==> config.mk <==
export PLATFORM = sky130hd
export DESIGN_NAME = cal_sequencer_flat
export DESIGN_NICKNAME = d
export VERILOG_FILES = /design/src/rtl/cal_sequencer_if.sv /design/src/rtl/cal_sequencer.sv /design/src/flat_wrapper.sv
export SDC_FILE = /design/constraint.sdc
export NUM_CORES = 1
export LEC_CHECK = 0
export CORE_MARGIN = 2
export CORE_UTILIZATION = 50
export CTS_BUF_LIST = sky130_fd_sc_hd__clkbuf_4 sky130_fd_sc_hd__clkbuf_8
export DETAILED_ROUTE_END_ITERATION = 10
export DONT_BUFFER_PORTS = 1
export GPL_TIMING_DRIVEN = 0
export HOLD_SLACK_MARGIN = 0.02
export PLACE_DENSITY_LB_ADDON = 0.3
export SYNTH_ARGS = -nofsm -noshare
export SYNTH_HDL_FRONTEND = slang
export SYNTH_SLANG_ARGS = --single-unit
export TNS_END_PERCENT = 100
==> constraint.sdc <==
create_clock -name clk -period 33.7 [get_ports clk]
set_input_delay 8.425 -clock clk [delete_from_list [all_inputs] [get_ports clk]]
set_output_delay 8.425 -clock clk [all_outputs]
set_load 0.005 [all_outputs]
==> src/rtl/cal_sequencer_if.sv <==
// cal_sequencer_if: host register bus between a bus master and the cal_sequencer slave
interface cal_sequencer_if;
   logic        s_sel;
   logic        s_wr;
   logic [7:0]  s_addr;
   logic [31:0] s_din;
   logic [31:0] s_dout;
   modport master (output s_sel, s_wr, s_addr, s_din, input s_dout);
   modport slave (input s_sel, s_wr, s_addr, s_din, output s_dout);
endinterface

==> src/rtl/cal_sequencer.sv <==
// cal_sequencer: queues host instructions, issues them to CAL and queues the 64-bit results
module cal_sequencer #(
   parameter int IQ_DEPTH = 8,
   parameter int RQ_DEPTH = 8
) (
   input  logic                clk,
   input  logic                reset,
   cal_sequencer_if.slave      bus,
   output logic [31:0]         cal_opcode,
   output logic [31:0]         cal_opstart,
   output logic [31:0]         cal_opclear,
   output logic [31:0]         cal_operandA,
   output logic [31:0]         cal_operandB,
   input  logic [63:0]         cal_re,
   input  logic [63:0]         cal_opdone,
   output logic                irq
);
   localparam int IAW = $clog2(IQ_DEPTH);
   localparam int RAW = $clog2(RQ_DEPTH);
   localparam int ICW = IAW + 1;
   localparam int RCW = RAW + 1;
   typedef enum logic [1:0] {IDLE, ISSUE, CLEAR} state_t;
   state_t state, state_d;
   logic [31:0] opa, opb, h_a, h_b;
   logic [3:0] opc, h_op;
   logic inten, err_ovf, err_udf;
   logic [67:0] iq_mem [IQ_DEPTH];
   logic [63:0] rq_mem [RQ_DEPTH];
   logic [IAW-1:0] iq_wp, iq_rp;
   logic [RAW-1:0] rq_wp, rq_rp;
   logic [ICW-1:0] iq_cnt;
   logic [RCW-1:0] rq_cnt;
   logic wr, rd, flush, push_req, pop_req, iq_push, iq_pop, rq_push, rq_pop;
   logic iq_empty, iq_full, rq_empty, rq_full, done, busy;
   logic [63:0] res;
   logic unused_ok;
   assign unused_ok = ^cal_opdone[63:1];
   assign done = cal_opdone[0];
   assign busy = state != IDLE;
   assign iq_empty = iq_cnt == '0;
   assign iq_full = iq_cnt == ICW'(IQ_DEPTH);
   assign rq_empty = rq_cnt == '0;
   assign rq_full = rq_cnt == RCW'(RQ_DEPTH);
   assign wr = bus.s_sel && bus.s_wr;
   assign rd = bus.s_sel && !bus.s_wr;
   assign flush = wr && bus.s_addr == 8'h24 && bus.s_din[0];
   assign push_req = wr && bus.s_addr == 8'h0C && !flush;
   assign pop_req = wr && bus.s_addr == 8'h18;
   // A same-cycle FSM pop frees a slot, so a push into a full IQ is still legal then
   assign iq_pop = state == IDLE && !iq_empty && !rq_full && !flush;
   assign iq_push = push_req && (!iq_full || iq_pop);
   assign rq_push = state == ISSUE && done && !flush;
   assign rq_pop = pop_req && !rq_empty && !flush;
   assign res = rq_empty ? 64'd0 : rq_mem[rq_rp];
   assign cal_opstart = {31'd0, state == ISSUE};
   assign cal_opclear = {31'd0, state == CLEAR};
   assign cal_opcode = {28'd0, h_op};
   assign cal_operandA = h_a;
   assign cal_operandB = h_b;
   always_comb begin
      state_d = state;
      case (state)
         IDLE:    state_d = iq_pop ? ISSUE : IDLE;
         ISSUE:   state_d = (flush || done) ? CLEAR : ISSUE;
         default: state_d = IDLE;
      endcase
   end
   always_comb begin
      bus.s_dout = '0;
      if (rd)
         case (bus.s_addr)
            8'h00:   bus.s_dout = opa;
            8'h04:   bus.s_dout = opb;
            8'h08:   bus.s_dout = {28'd0, opc};
            8'h10:   bus.s_dout = res[31:0];
            8'h14:   bus.s_dout = res[63:32];
            8'h1C:   bus.s_dout = {25'd0, err_udf, err_ovf, busy, rq_full, rq_empty, iq_full, iq_empty};
            8'h20:   bus.s_dout = {31'd0, inten};
            default: bus.s_dout = '0;
         endcase
   end
   always_ff @(posedge clk) begin
      if (iq_push) iq_mem[iq_wp] <= {opc, opa, opb};
      if (rq_push) rq_mem[rq_wp] <= cal_re;
   end
   always_ff @(posedge clk) begin
      if (reset) begin
         state <= IDLE;
         {opa, opb, opc, inten, err_ovf, err_udf} <= '0;
         {h_op, h_a, h_b, irq} <= '0;
         {iq_wp, iq_rp, iq_cnt, rq_wp, rq_rp, rq_cnt} <= '0;
      end else begin
         state <= state_d;
         if (wr && bus.s_addr == 8'h00) opa <= bus.s_din;
         if (wr && bus.s_addr == 8'h04) opb <= bus.s_din;
         if (wr && bus.s_addr == 8'h08) opc <= bus.s_din[3:0];
         if (wr && bus.s_addr == 8'h20) inten <= bus.s_din[0];
         err_ovf <= (push_req && !iq_push) || (err_ovf && !(wr && bus.s_addr == 8'h1C && bus.s_din[5]));
         err_udf <= (pop_req && rq_empty) || (err_udf && !(wr && bus.s_addr == 8'h1C && bus.s_din[6]));
         if (iq_pop) {h_op, h_a, h_b} <= iq_mem[iq_rp];
         irq <= inten && !rq_empty;
         if (flush) begin
            {iq_wp, iq_rp, iq_cnt, rq_wp, rq_rp, rq_cnt} <= '0;
         end else begin
            if (iq_push) iq_wp <= iq_wp + IAW'(1);
            if (iq_pop) iq_rp <= iq_rp + IAW'(1);
            if (rq_push) rq_wp <= rq_wp + RAW'(1);
            if (rq_pop) rq_rp <= rq_rp + RAW'(1);
            iq_cnt <= iq_cnt + ICW'(iq_push) - ICW'(iq_pop);
            rq_cnt <= rq_cnt + RCW'(rq_push) - RCW'(rq_pop);
         end
      end
   end
endmodule

==> src/flat_wrapper.sv <==
// flat-port wrapper written by rule: the top's interface ports become plain ports
module cal_sequencer_flat 
#(
   parameter int IQ_DEPTH = 8,
   parameter int RQ_DEPTH = 8
)
  (clk, reset, cal_opcode, cal_opstart, cal_opclear, cal_operandA, cal_operandB, cal_re, cal_opdone, irq, bus_s_sel, bus_s_wr, bus_s_addr, bus_s_din, bus_s_dout);
  cal_sequencer_if bus_i ();
  input  logic clk;
  input  logic reset;
  output logic [31:0] cal_opcode;
  output logic [31:0] cal_opstart;
  output logic [31:0] cal_opclear;
  output logic [31:0] cal_operandA;
  output logic [31:0] cal_operandB;
  input  logic [63:0] cal_re;
  input  logic [63:0] cal_opdone;
  output logic irq;
  input wire logic [$bits(bus_i.s_sel)-1:0] bus_s_sel;
  input wire logic [$bits(bus_i.s_wr)-1:0] bus_s_wr;
  input wire logic [$bits(bus_i.s_addr)-1:0] bus_s_addr;
  input wire logic [$bits(bus_i.s_din)-1:0] bus_s_din;
  output wire logic [$bits(bus_i.s_dout)-1:0] bus_s_dout;
  assign bus_i.s_sel = bus_s_sel;
  assign bus_i.s_wr = bus_s_wr;
  assign bus_i.s_addr = bus_s_addr;
  assign bus_i.s_din = bus_s_din;
  assign bus_s_dout = bus_i.s_dout;
  cal_sequencer #(.IQ_DEPTH(IQ_DEPTH), .RQ_DEPTH(RQ_DEPTH)) u_core (.clk(clk), .reset(reset), .bus(bus_i), .cal_opcode(cal_opcode), .cal_opstart(cal_opstart), .cal_opclear(cal_opclear), .cal_operandA(cal_operandA), .cal_operandB(cal_operandB), .cal_re(cal_re), .cal_opdone(cal_opdone), .irq(irq));
endmodule
; After elaboration in Yosys (flattened, before gate mapping)
; Memories as Yosys holds them, arrays and structs flattened. A register that Yosys moved wholly into a read port is not among the register bits.
; Cells that the tools add are included.
[classes]
mux = 12
n_eq_ne = 13
add_sub_neg = 8
n_reduce_logical = 46
[op_table]
columns = operator, count
row1 = 32-bit one-hot mux with 7 select lines, 1
row2 = 64-bit two-way mux, 1
row3 = 8-bit by 5-bit == test with 1-bit output (second input constant), 4
row4 = 32-bit two-way mux, 1
row5 = 1-bit logical AND, 27
row6 = 8-bit by 4-bit == test with 1-bit output (second input constant), 2
row7 = 8-bit by 6-bit == test with 1-bit output (second input constant), 2
row8 = 3-bit by 1-bit adder with 3-bit output (second input constant), 4
row9 = 1-bit logical NOT, 9
row10 = 4-bit by 1-bit adder with 4-bit output, 2
row11 = 4-bit == test (second input constant), 2
row12 = 8-bit by 3-bit == test with 1-bit output (second input constant), 1
row13 = 4-bit logical NOT, 2
row14 = 8-bit logical NOT, 1
row15 = 4-bit by 1-bit subtractor with 4-bit output, 2
row16 = 3-bit two-way mux, 2
row17 = 1-bit two-way mux, 5
row18 = 1-bit logical OR, 4
row19 = 2-bit one-hot mux with 2 select lines, 1
row20 = 2-bit by 1-bit == test with 1-bit output (second input constant), 1
row21 = 2-bit == test (second input constant), 1
row22 = 2-bit logical NOT, 1
row23 = 2-bit two-way mux, 1
row24 = 2-bit nonzero test, 1
row25 = 2-bit OR reduction, 1
[totals]
register_bits = 94
n_memories = 2
in_bits = 172
ram_bits = 1056
[mem_list]
columns = name, words, width, read_ports, rd_ports_with_merged_regs, wr, line
row1 = u_core.iq_mem, 8, 68, 1, 1, 1, cal_sequencer.sv:27  ; logic [67:0] iq_mem [IQ_DEPTH];
row2 = u_core.rq_mem, 8, 64, 1, 1, 1, cal_sequencer.sv:28  ; logic [63:0] rq_mem [RQ_DEPTH];

; Longest topological paths before layout
[depth]
depth_word = 10
depth_mapped = 12
mapped_depth_nobuf = 12

; Worst setup path before layout
; Ideal clock, no wire load.
[synth_path]
path_type = in2out
from = input bus_s_addr[3]
to = output bus_s_dout[13]
required_time_ps = 25275
cell_stages = 6
slack_ps = 15376
path_buffers = 2
arrival_ps = 9899
path_cell_list = buf_2 > or4b_1 > nor3_2 > clkbuf_1 > nand3_1 > a31oi_1
[synth_via]
elab_chain_len = 3
elab_cells_between_ends = 9
cone_classes = eq/ne: 6 / mux: 2 / reduce/logical: 1
[synth_lines]
columns = item, line
row1 = start: declaration, flat_wrapper.sv:21  ; input wire logic [$bits(bus_i.s_addr)-1:0] bus_s_addr;
row2 = "8-bit by 6-bit == test with 1-bit output, or another cell as far along", cal_sequencer.sv:71  ; case (bus.s_addr)
row3 = 32-bit one-hot mux with 7 select lines *, cal_sequencer.sv:71
row4 = 32-bit two-way mux *, cal_sequencer.sv:70  ; if (rd)
row5 = end: declaration, flat_wrapper.sv:23  ; output wire logic [$bits(bus_i.s_dout)-1:0] bus_s_dout;
; Every way passes the cells marked *; elsewhere a longest branch is shown, timed or not.

; Worst setup path after layout
[layout_path]
from = input bus_s_addr[2]
to = output bus_s_dout[27]
; The elaborated chain is that of the path after synthesis.

==> run summary <==
Yosys mapped a number of flops with a built-in enable equal to about 1,100. The endpoint identified for the worst register-to-register timing path is u_core.rq_mem[6][53]. The master of the slowest instance on the critical path is nor3_2.

The final-layout worst hold slack is approximately 490 ps. The number of cells on the worst hold path is 2. The peak supply drop came out at between 0.04 and 0.05 mV.

Setup repair after global routing left no endpoint under its margin. The worst hold path belongs to the class register to register. The final weighted congestion in routability-driven placement came out at 0.8612. The via count of the first global-routing pass was 26,270.

The count of boundary I/O pins is 365. The synthesized-area fraction occupied by ao, oa, aoi and oai cells is 4.741%. The width of the die came out at ~310 um. Summed over all layers, the global routing overflow is 0. The transition at the pin with the smallest max-transition slack is ~1200 ps. For this configuration, the core starts out at a cell density of approximately half. The netlist area before placement came out at roughly 0.048 mm2. In this run, CTS created clock tree buffers numbering ~190. The first global-routing pass estimated about 180 mm of wire. The overall fraction of global-route tracks in use is 25.30%. The clock sink count came out at roughly 1,200. The critical path in this run is classified as primary input to output port. The final layout contains routed wiring with a total length of approximately 120 mm. The detail-routed net length per standard cell is between 20 and 30 um. The count of buffers added by post-CTS timing repair for setup came out at 0. The initial antenna violation count is 7. The number of instances in the synthesized netlist is between 2,000 and 3,000. Across the routed clock network, the largest skew measured is 25.51 ps. The standard cell core area came out at 0.09459 mm2. The number of I/O port buffers came out at 0. The number of placement rows is between 100 and 150. After synthesis, the largest family of logic cells by area is multiplexers. For this run, the number of Yosys warnings is 0.

The power per unit of standard cell area is 62.16 mW/mm2. The later-pin clock latency in the skew report came out at ~850 ps. The tree is rooted in a clkbuf_8. The proportion of synthesized area in mux cells came out at between 10% and 20%. The hold path startpoint is u_core.rq_rp[2]. The shortest period the worst path allows is between 15,000 and 20,000 ps. The synthesized design spends more area on one cell type than any other, namely edfxtp_1. At the worst endpoint, the arrival time is ~11,000 ps. The largest fanout on the critical path came out at 10. The growth of design area from synthesis to finish came out at 15.55%. The chip height is 312.5 um. The largest net degree at the start of global routing is 24. The biggest cell delay along the critical path came out at about 650 ps. The fraction of the yosys area taken by sequential cells came out at between 70% and 80%. Synthesis inferred 1,221 register bits. The vias per cell is between 5 and 6.

The basic-gate share of the synthesized area counting and, or, nand and nor cells is roughly 3.2%. TritonCTS built the clock tree. The synthesized netlist contains 57 unique library cells.

The DRC violation count after routing came out at 0. The area fraction of the dominant cell type after synthesis came out at 66.64%. The number of violations of the max-capacitance limit is 0. Based on the critical path, the design can be clocked at up to 0.05076 GHz. By area the synthesized netlist is led by edfxtp_1 (67%), mux4_2 (10%), dfxtp_1 (6.9%).

The finished cells cover 0.05499 mm2. The max-slew violation total from the final report came to 0. The number of cells on the worst reg-to-reg path came out at 9. The data required time of the worst path came out at 25,270 ps. The area share of fa/ha/maj cells after synthesis came out at less than 1%. The total half-perimeter wirelength after legalization and detailed placement came out at 88.11 mm. The remaining antenna violation count is 0. The die covers about 0.1 mm2. The maximum root-to-sink buffer count came out at 3. For this run, the leading register cell type out of synthesis is edfxtp_1. Setup violations remaining at the end of the flow were counted as 0.

STA classifies the critical path startpoint as a primary input. The flow ran to the end, and the final reports show no timing, DRC or antenna violations. The startpoint of the lowest-slack register-to-register path is u_core.state[0]. The final critical path takes up about three fifths of the cycle. The number of hold buffers added after CTS is 0. Traced cell by cell, the critical path runs through buf_2 -> or4b_1 -> nor3_2 -> clkbuf_1 -> nand3_1 -> a31oi_1. The share of post-route cells with drive strength above 1 is 27.53%. The quantity of gates resized following cts came out at 0. After synthesis, the share of flip-flops with an asynchronous set or reset is 0%.

The synthesized-area fraction occupied by xor and xnor cells is 0.1657%. The vias after detailed routing came out at ~26,000. The first-iteration detailed-routing DRC count is slightly above 3,000. The cell area after placement is 0.05107 mm2. For this run, the detailed router's first-pass iteration total came to 7.

After clock tree synthesis, the clock-pin slew on the worst setup and hold paths is ~60 ps. A synthesized cell averages roughly 18 um2. The H-tree level count is 4. The number of nets in the layout is around 3,200.

The internal reg-to-reg setup slack is ~30,000 ps. Setup total negative slack on the finished layout was measured at 0 ps. The leakage dissipation is 18.23 nW. The normalized max-slew margin came out at roughly 17%. The number of hold-slack violations in the final timing report came out at 0.

STA classifies the critical path endpoint as an output port.
-- power breakdown --
group	total [mW]	leakage (nW)	switching [mW]	internal (mW)
combinational	0.452	4.51	0.273	0.179
clock	1.25	2.08	0.572	0.682
sequential	1.71	11.6	0.0326	1.68
-- cell type report --
class	instances	area [um2]
diodes	4	10.01
plain buffers	251	1345
clock buffers	282	3450
clock inverters	68	454.2
fillers	6904	39600
inverters	21	78.83
multi-input cells	1222	11580
flip-flops and latches	1221	35010
well taps	1265	1583
repair buffers	142	1470
-- cell usage after synthesis, drive strengths merged (9+ instances only) --
| cell | count |
|---|---|
| edfxtp | 1056 |
| a22o | 26 |
| a21oi | 146 |
| mux4 | 214 |
| clkbuf | 102 |
| buf | 149 |
| dfxtp | 165 |
| nor2 | 21 |
| inv | 21 |
| mux2i | 177 |
| mux2 | 42 |
| nand2 | 204 |
| a211oi | 68 |
| nor3 | 9 |
| nand3 | 30 |
| a22oi | 56 |
| ha | 15 |
| a31oi | 32 |
-- through the flow --
step | total power [mW] | setup WS (ps) | cells | util, %
2_1_floorplan | 2.038 | 15380 | 2715 | -
3_3_place_gp | 2.179 | 8686 | 3980 | 52.33
3_5_place_dp | 2.196 | 14110 | 4122 | 53.99
4_1_cts | 3.435 | 14050 | 4472 | 58.12
5_1_grt | 3.535 | 13880 | 4473 | 58.12
6_report | 3.418 | 14000 | 4476 | 58.13
-- flip-flops by register name, indices dropped and copies added (netlist names), 4 cells and up, named ones only --
name                 flops
u_core.cal_operandA     32
u_core.opb              32
u_core.rq_cnt            4
u_core.iq_cnt            4
u_core.opa              32
u_core.opc               4
u_core.iq_mem          544
u_core.h_op              4
u_core.cal_operandB     32
u_core.rq_mem          512
-- critical path: cells and delay by family --
kind	cells	cell delay (ps)
AO/OA/AOI/OAI	1	590
AND/OR/NAND/NOR	3	1470
buffers and inverters	2	770
-- metal layers --
metal	GRT usage (%)	vias to the layer above	routed length (um)
li1	-	11190	-
met2	40.59	1339	59710
met4	8.286	8	3556
met3	10.14	239	14440
met5	0	-	53
met1	31.54	13450	46250
-- kinds of logic after synthesis --
family,Yosys count
flops,1221
buf+inv,272
compound gates,349
simple gates,324
other cells,1
mux,433
xor+xnor,9
fa+ha+maj,17
-- placed cells by master (no fill, tap or decap), types with 5 or more instances in the layout --
cell,instances
xnor2_1,5
nor3_2,9
ha_1,15
a31oi_1,32
a22o_1,26
buf_1,7
clkinv_2,17
mux4_2,214
nand2_1,204
nand3b_1,7
or4_1,5
conb_1,90
a22oi_1,56
edfxtp_1,1056
nand3_1,30
buf_8,6
clkbuf_4,69
dfxtp_1,165
inv_8,6
nor2_1,19
a21oi_1,146
clkinv_1,34
buf_4,142
inv_6,5
clkbuf_1,102
nor4b_2,5
mux2_2,42
buf_6,79
inv_1,20
mux2i_1,177
clkbuf_8,213
buf_12,5
or3_1,5
a211oi_1,68
buf_2,52
-- how the worst max path moves through the flow --
stage,from,endpoint,slack (ps),depth (start not counted)
floorplan,bus_s_addr[3],bus_s_dout[13],15380,6
global placement,bus_s_addr[4],u_core.iq_mem[1][51],8690,5
detailed placement,bus_s_addr[3],bus_s_dout[11],14110,7
CTS,bus_s_addr[3],bus_s_dout[23],14050,7
global route,bus_s_addr[3],bus_s_dout[23],13880,7
finish,bus_s_addr[2],bus_s_dout[27],14000,6
No activity file was read; power rests on OpenSTA's default activity.
